### config.mk
export PLATFORM = sky130hd
export DESIGN_NAME = fetch_unit
export DESIGN_NICKNAME = d
export VERILOG_FILES = /design/src/rtl/fetch_pkg.sv /design/src/rtl/fetch_fifo.sv /design/src/rtl/fetch_unit.sv
export SDC_FILE = /design/constraint.sdc
export NUM_CORES = 1
export LEC_CHECK = 0
export ABC_AREA = 1
export CORE_MARGIN = 3
export CORE_UTILIZATION = 55
export DETAILED_ROUTE_END_ITERATION = 16
export PLACE_DENSITY = 0.85
export SYNTH_ARGS = -nofsm -noshare
export SYNTH_HDL_FRONTEND = slang
export SYNTH_SLANG_ARGS = --single-unit
### constraint.sdc
create_clock -name clk -period 3.2 [get_ports clk]
set_input_delay 0.32 -clock clk [delete_from_list [all_inputs] [get_ports clk]]
set_output_delay 0.32 -clock clk [all_outputs]
set_load 0.01 [all_outputs]
### src/rtl/fetch_pkg.sv
`default_nettype none
// ============================================================================
// Module      : fetch_pkg
// Description : Shared types and constants for the instruction fetch stage.
//               fetch_entry_t  - {pc, instr} pair buffered toward decode
//               fetch_state_e  - fetch FSM states (RUN / FAULT)
//               NOP_INSTR      - value shown on the instruction output at reset
//               PC_STEP        - byte increment between sequential fetches
// Revision    : 1.0 - initial release
// ============================================================================
package fetch_pkg;

  localparam int unsigned XLEN      = 32;
  localparam logic [31:0] NOP_INSTR = 32'h0000_0013;  // addi x0, x0, 0
  localparam int unsigned PC_STEP   = 4;

  typedef struct packed {
    logic [XLEN-1:0] pc;
    logic [XLEN-1:0] instr;
  } fetch_entry_t;

  typedef enum logic [0:0] {
    RUN   = 1'b0,
    FAULT = 1'b1
  } fetch_state_e;

endpackage : fetch_pkg
`default_nettype wire

### src/rtl/fetch_fifo.sv
`default_nettype none
// ============================================================================
// Module      : fetch_fifo
// Description : Circular buffer of fetched entries with count and flush.
//               Pointers wrap at DEPTH, which need not be a power of two.
// Ports       : clk, rst_n            - clock, async active-low reset
//               enq_i / enq_data_i    - enqueue strobe and entry
//               deq_i                 - pop the head entry
//               flush_i               - discard all entries (wins over enq/deq)
//               head_o                - entry at the read pointer
//               count_o               - number of valid entries
// Revision    : 1.0 - initial release
// ============================================================================
module fetch_fifo #(
  parameter int unsigned DEPTH     = 2,
  parameter type         T         = logic,
  parameter T            RESET_VAL = '0,
  localparam int unsigned CW       = $clog2(DEPTH + 1),
  localparam int unsigned PW       = (DEPTH > 1) ? $clog2(DEPTH) : 1
) (
  input  logic          clk,
  input  logic          rst_n,
  input  logic          enq_i,
  input  T              enq_data_i,
  input  logic          deq_i,
  input  logic          flush_i,
  output T              head_o,
  output logic [CW-1:0] count_o
);

  T              mem_q [DEPTH];
  logic [PW-1:0] wr_ptr_q, wr_ptr_d;
  logic [PW-1:0] rd_ptr_q, rd_ptr_d;
  logic [CW-1:0] count_q, count_d;

  always_comb begin
    wr_ptr_d = wr_ptr_q;
    rd_ptr_d = rd_ptr_q;
    count_d  = count_q;
    if (flush_i) begin
      wr_ptr_d = '0;
      rd_ptr_d = '0;
      count_d  = '0;
    end else begin
      if (enq_i) begin
        wr_ptr_d = (wr_ptr_q == PW'(DEPTH - 1)) ? '0 : wr_ptr_q + 1'b1;
      end
      if (deq_i) begin
        rd_ptr_d = (rd_ptr_q == PW'(DEPTH - 1)) ? '0 : rd_ptr_q + 1'b1;
      end
      case ({enq_i, deq_i})
        2'b10:   count_d = count_q + 1'b1;
        2'b01:   count_d = count_q - 1'b1;
        default: count_d = count_q;
      endcase
    end
  end

  always_ff @(posedge clk or negedge rst_n) begin
    if (!rst_n) begin
      wr_ptr_q <= '0;
      rd_ptr_q <= '0;
      count_q  <= '0;
      for (int i = 0; i < int'(DEPTH); i++) begin
        mem_q[i] <= RESET_VAL;
      end
    end else begin
      wr_ptr_q <= wr_ptr_d;
      rd_ptr_q <= rd_ptr_d;
      count_q  <= count_d;
      if (enq_i && !flush_i) begin
        mem_q[wr_ptr_q] <= enq_data_i;
      end
    end
  end

  assign head_o  = mem_q[rd_ptr_q];
  assign count_o = count_q;

endmodule : fetch_fifo
`default_nettype wire

### src/rtl/fetch_unit.sv
`default_nettype none
// ============================================================================
// Module      : fetch_unit
// Description : Instruction fetch stage. Owns the PC, reads a combinational
//               instruction memory, buffers {pc, instr} toward decode and
//               handles redirects (flush + restart, or halt on misalignment).
// Ports       : clk, rst_n            - clock, async active-low reset
//               imem_addr_o           - word address (pc_q[WIDTH-1:2])
//               imem_data_i           - instruction word, same cycle
//               redirect_valid_i/pc_i - restart request and byte target
//               out_valid_o/ready_i   - decode handshake
//               out_instr_o/out_pc_o  - head entry
//               fetch_fault_o         - misaligned redirect, fetch halted
// Revision    : 1.0 - initial release
// ============================================================================
module fetch_unit
  import fetch_pkg::*;
#(
  parameter int unsigned      WIDTH      = 32,
  parameter logic [WIDTH-1:0] RESET_PC   = '0,
  parameter int unsigned      FIFO_DEPTH = 2
) (
  input  logic             clk,
  input  logic             rst_n,
  output logic [WIDTH-3:0] imem_addr_o,
  input  logic [WIDTH-1:0] imem_data_i,
  input  logic             redirect_valid_i,
  input  logic [WIDTH-1:0] redirect_pc_i,
  output logic             out_valid_o,
  input  logic             out_ready_i,
  output logic [WIDTH-1:0] out_instr_o,
  output logic [WIDTH-1:0] out_pc_o,
  output logic             fetch_fault_o
);

  localparam int unsigned CW = $clog2(FIFO_DEPTH + 1);

  typedef struct packed {
    logic [WIDTH-1:0] pc;
    logic [WIDTH-1:0] instr;
  } entry_t;

  localparam entry_t        C_RESET_ENTRY = '{pc: '0, instr: WIDTH'(NOP_INSTR)};
  localparam logic [CW-1:0] C_DEPTH       = CW'(FIFO_DEPTH);

  fetch_state_e     state_q, state_d;
  logic [WIDTH-1:0] pc_q, pc_d;
  logic             fetch_fire;
  logic             deq;
  logic [CW-1:0]    count_q;
  entry_t           head;
  entry_t           enq_data;

  // Redirect outranks everything: it overrides the PC, flushes the buffer
  // and suppresses the enqueue of the word fetched this cycle.
  always_comb begin
    state_d    = state_q;
    pc_d       = pc_q;
    fetch_fire = 1'b0;
    if (redirect_valid_i) begin
      pc_d    = {redirect_pc_i[WIDTH-1:2], 2'b00};
      state_d = (redirect_pc_i[1:0] == 2'b00) ? RUN : FAULT;
    end else if (state_q == RUN && count_q < C_DEPTH) begin
      // Registered count only: a same-cycle pop never opens a full buffer.
      fetch_fire = 1'b1;
      pc_d       = pc_q + WIDTH'(PC_STEP);
    end
  end

  always_ff @(posedge clk or negedge rst_n) begin
    if (!rst_n) begin
      state_q <= RUN;
      pc_q    <= RESET_PC;
    end else begin
      state_q <= state_d;
      pc_q    <= pc_d;
    end
  end

  assign enq_data = '{pc: pc_q, instr: imem_data_i};
  // A handshake coinciding with a redirect is absorbed by the flush.
  assign deq      = out_valid_o && out_ready_i && !redirect_valid_i;

  fetch_fifo #(
    .DEPTH     (FIFO_DEPTH),
    .T         (entry_t),
    .RESET_VAL (C_RESET_ENTRY)
  ) u_fifo (
    .clk        (clk),
    .rst_n      (rst_n),
    .enq_i      (fetch_fire),
    .enq_data_i (enq_data),
    .deq_i      (deq),
    .flush_i    (redirect_valid_i),
    .head_o     (head),
    .count_o    (count_q)
  );

  assign imem_addr_o   = pc_q[WIDTH-1:2];
  assign out_valid_o   = (count_q != '0) && (state_q == RUN);
  assign out_instr_o   = head.instr;
  assign out_pc_o      = head.pc;
  assign fetch_fault_o = (state_q == FAULT);

endmodule : fetch_unit
`default_nettype wire

Yosys cells after proc, flatten, opt, wreduce, memory -nomap -nowiden
Index checks and enable logic that the tools add are counted.
- word-level logic and storage cells: 55
- flip-flop bits (word level): 165
- equality and inequality tests: 2
- order comparisons: 4
- add/subtract/negate cells: 5
- reductions and logical operators: 13
- bitwise gates (word level): 3
- multiplexer cells: 19
- operators with widths (kind ; number):
    64-bit two-way mux ; 4
    128-bit bitwise mux ; 1
    64-bit demux with 1-bit select ; 1
    32-bit two-way mux ; 2
    32-bit by 3-bit adder with 32-bit output (second input constant) ; 1
    1-bit two-way mux ; 9
    2-bit nonzero test ; 4
    1-bit logical AND ; 6
    2-bit greater-or-equal comparator (second input constant) ; 2
    1-bit NOT with 2-bit output ; 2
    2-bit case mux with 2 select lines ; 1
    3-bit nonzero test ; 1
    1-bit adder (second input constant) ; 2
    2-bit by 1-bit adder with 2-bit output (second input constant) ; 1
    2-bit by 1-bit == test with 1-bit output (second input constant) ; 1
    2-bit == test (second input constant) ; 1
    2-bit logical NOT ; 1
    2-bit by 1-bit < comparator with 1-bit output (second input constant) ; 1
    2-bit < comparator (second input constant) ; 1
    2-bit two-way mux ; 1
    2-bit by 1-bit subtractor with 2-bit output (second input constant) ; 1
    1-bit logical NOT ; 1
    1-bit NOT ; 1

Depth between registers and ports, before layout
- depth after elaboration: 7
- mapped depth: 10
- gate-level depth less buffers: 10

By module
A second synthesis with hierarchy kept.
- cells, all modules: 937
- area, all modules: 7955.1 um^2
- by module, submodules not included (module ; area each (um^2) ; sequential area each (um^2) ; cells each ; times used):
    fetch_fifo ; 5701.7 ; 3310.7 ; 579 ; 1
    fetch_unit ; 2253.4 ; 775.7 ; 358 ; 1

Worst setup path before layout
Ideal clock, no wire load.
- path type: reg2reg
- from: reg pc_q[2]
- to: reg pc_q[30]
- cell stages (with the launch flop): 11
- library setup time: 0.116 ns
- data required time: 3.084 ns
- clock period less this slack: 1.565 ns
- buffers on the path: 0
- arrival: 1.449 ns
- path slack: 1.635 ns
- path through: dfrtp_1 -> ha_1 -> nand2_2 -> nor2_4 -> nand2_4 -> nor2_8 -> nand2_1 -> nand2_1 -> nand3_1 -> nand2_1 -> nand2_1
- word-level cells in the longest chain between the ends: 3
- ends and longest elaborated chain (item ; RTL line ; text):
    from (decl) ; fetch_unit.sv:47 ; logic [WIDTH-1:0] pc_q, pc_d;
    from (signal assigned) ; fetch_unit.sv:76 ; pc_q <= pc_d;
    32-bit by 3-bit adder with 32-bit output ; fetch_unit.sv:66 ; pc_d = pc_q + WIDTH'(PC_STEP);
    32-bit two-way mux ; fetch_unit.sv:63 ; end else if (state_q == RUN && count_q < C_DEPTH) begin
    32-bit two-way mux ; fetch_unit.sv:60 ; if (redirect_valid_i) begin
Every way passes these cells. The select of a mux whose other input is x is not followed.
A chain may end at the register's enable or synchronous reset.

Worst setup path after layout
- from: reg u_fifo.rd_ptr_q
- to: out out_pc_o[29]
- word-level cells in the longest chain between the ends: 4
- ends and longest elaborated chain (item ; RTL line ; text):
    from (decl) ; fetch_fifo.sv:33 ; logic [PW-1:0] rd_ptr_q, rd_ptr_d;
    from (signal assigned) ; fetch_fifo.sv:69 ; rd_ptr_q <= rd_ptr_d;
    1-bit NOT with 2-bit output (implied by the code) ; fetch_fifo.sv:77 ; assign head_o = mem_q[rd_ptr_q];
    64-bit two-way mux (implied by the code) (3 in a row) ; fetch_fifo.sv:77 ;
    to (decl) ; fetch_unit.sv:32 ; output logic [WIDTH-1:0] out_pc_o,
Every way passes these cells. The select of a mux whose other input is x is not followed.

==> flow_metrics.py <==
metrics = {
    "power": {
        "worst_ir_drop_vdd_uv": 322,
        "leakage_nw": 4.89,
        "power_density_nw_per_um2": 774,
    },
    "timing": {
        "finalHoldViolCount": 5,
        "period_needed_ns": 2.67,
        "fmax_mhz": 374,
        "maxSlewHeadroom_pct": 38.2,
        "finalCritPeriodShare_pct": 83.6,
        "finalSetupViolCount": 0,
        "fin_hold_ws_ns": -0.0111,
        "rsz0062_at_grt": "false",
        "maxSlewViolCount": 0,
        "fin_worst_skew_ns": 0.00915,
        "fin_tns_setup_ns": 0,
        "fin_ws_ns": 0.526,
        "worstMarginPinSlew_ns": 0.927,
    },
    "global_routing": {
        "grt_max_degree": 102,
        "grt_overflow_total": 0,
        "grt_use_total_pct": 26.4,
        "antenna_found_initial": 0,
        "grt_pass1_wl_mm": 33.5,
        "grt_pass1_vias": 6873,
    },
    "yosys": {
        "synth.distinct_cells": 31,
        "synthSimpleGateAreaFrac_pct": 29.7,
        "synthTopCellsByArea": "dfrtp_1, nand2_1, o21ai_1, inv_1, nor2_1",
        "synth_cells": 1019,
        "syn_avg_cell_area_sq_um": 7.56,
        "synthMuxAreaShare_pct": 0,
        "yosysTopAreaCell": "dfrtp_1",
        "synth_top_area_share_pct": 49.7,
        "synthesis.area_sq_um": 7700,
        "synth_compound_area_share_pct": 10.3,
        "synthAdderAreaFrac_pct": 0.162,
        "synth-warning-count": 0,
        "synth_top_family_by_area": "simple AND/OR/NAND/NOR gates",
        "synth-seq-cells": 159,
        "yosysSeqAreaShare_pct": 51.8,
        "synth_xor_area_share_pct": 0.910,
    },
    "floorplanning": {
        "core-area_sq_um": 13500,
        "ios": 164,
        "die_area_sq_um": 15500,
        "fp-row-count": 42,
        "die_h_um": 124,
        "die_w_um": 124,
        "start_util_pct": 57.3,
    },
    "clock_tree": {
        "post_cts_resized": 0,
        "cts-htree-levels": 4,
        "cts_hold_buf": 0,
        "path_clk_slew_ns": 0.06,
        "clk_path_buf_depth": 2,
        "clk_latency_ns": 0.43,
        "cts_sinks": 159,
        "cts_root_buffer": "clkbuf_16",
        "postCtsSetupRepairBufs": 0,
        "cts_tree": "done",
        "numCtsBuffers": 17,
    },
    "layout": {
        "area_growth_pct": 29.9,
        "final_common_cell": "nand2_1",
        "final_layout_size_suffix_gt1_share_pct": 6.15,
        "layout.nets": 1228,
        "final_cell_mix": "nand2_1, clkdlybuf4s50_1, dfrtp_1, o21ai_1, inv_1",
        "antenna_cells": 0,
    },
    "routing": {
        "via_count": 7163,
        "route.detailed.drc": 0,
        "via_per_inst": 5.32,
        "avgRoutedWirePerCell_um": 15.0,
        "drtPass1Iterations": 5,
        "drtIter0Drc": 658,
        "postRouteAntennaNets": 0,
        "wirelength_mm": 20.2,
    },
    "worst_setup_path": {
        "crit_type": "flop to output port",
        "crit_required_ns": 2.88,
        "rrSetupSlack_ns": 1.16,
        "critPathBufInv": 3,
        "crit_chain": "inv_2 -> buf_12 -> nand2_1 -> nand2_1 -> clkdlybuf4s50_1",
        "worst-path-max-fanout": 33,
        "startpoint_type": "flop",
        "worstPathArrival_ns": 2.35,
        "slowest_stage": "clkdlybuf4s50_1",
        "cpMostUsedCell": "nand2_1",
        "end_kind": "output port",
        "max_stage_delay_ns": 0.58,
        "path_delay_family": "buffers and inverters",
    },
    "outcome": {
        "status": "finished with violations",
        "violations": "hold timing",
    },
    "min_path": {
        "hold_path.class": "primary input to async pin",
    },
    "place": {
        "post-dp-hpwl_mm": 13.4,
        "port_buffers": 161,
        "dp_slack_ns": 0.774,
        "place_congestion": 0.891,
    },
    "flow_run": {
        "maxCapViolCount": 0,
    },
}
==> flip-flops by register name, indices dropped and copies added (netlist names) <==
register	count
u_fifo.count_o	2
fetch_fault_o	1
u_fifo.wr_ptr_q	1
pc_q	30
u_fifo.mem_q	124
u_fifo.rd_ptr_q	1
==> Yosys cell counts (all sizes together) <==
cell type,n
dfrtp,153
a31o,1
nand2,466
a21oi,6
o211ai,4
o221ai,4
o21ai,137
xor2,7
nand4,3
nand3,38
nand3b,1
dfstp,6
xnor2,1
ha,1
inv,77
clkbuf,24
nor2,62
buf,26
a31oi,1
conb,1
==> area by class of cell <==
| cell class | instances | area [sq um] |
|---|---|---|
| fillers | 1014 | 3450 |
| repair buffers | 170 | 1730 |
| multi-input cells | 734 | 3170 |
| well taps | 176 | 220 |
| inverters | 77 | 292 |
| clock inverters | 12 | 160 |
| clock buffers | 19 | 443 |
| flip-flops and latches | 159 | 3990 |
==> metal layers <==
| layer | track usage (%) | part of all wire [%] |
|---|---|---|
| met2 | 42.2 | 47 |
| met1 | 35.9 | 43 |
| met4 | 10.1 | 2.8 |
| met3 | 5.40 | 7.1 |
| met5 | 0 | 0 |
==> final timing paths <==
kind                                    from  cells after the start                 to
setup / recovery             u_fifo.rd_ptr_q                      5       out_pc_o[29]
hold / removal                         rst_n                      1  u_fifo.count_o[1]
setup reg to reg           u_fifo.count_o[1]                      7   u_fifo.mem_q[18]
hold reg to reg              u_fifo.mem_q[1]                      2    u_fifo.mem_q[1]
max in group asynchronous              rst_n                      2    u_fifo.mem_q[0]
min in group clk              imem_data_i[0]                      3   u_fifo.mem_q[64]
==> through the flow <==
stage	power [mW]	area [sq um]	util [%]	cells
2_1_floorplan	4.46	7710	-	1020
3_3_place_gp	5.57	9400	69.9	1316
3_5_place_dp	5.67	9400	69.9	1316
4_1_cts	7.77	10000	74.4	1347
5_1_grt	8.22	10000	74.4	1347
6_report	7.74	10000	74.4	1347
==> cell families after synthesis <==
| kind of cell | Yosys count |
|---|---|
| AOI/OAI and AO/OA | 153 |
| DFF | 159 |
| buffers and inverters | 127 |
| other | 1 |
| xor gates and xnor gates | 8 |
| and+or+nand+nor | 570 |
| adders and majority gates | 1 |
==> where the power goes <==
part | switching, mW | internal (mW) | leakage [nW]
Sequential | 0.482 | 2.76 | 1.98
Clock | 0.816 | 1.25 | 0.282
Combinational | 1.24 | 1.20 | 2.63
Total | 2.53 | 5.21 | 4.89
(Power assumes the default switching activity.)
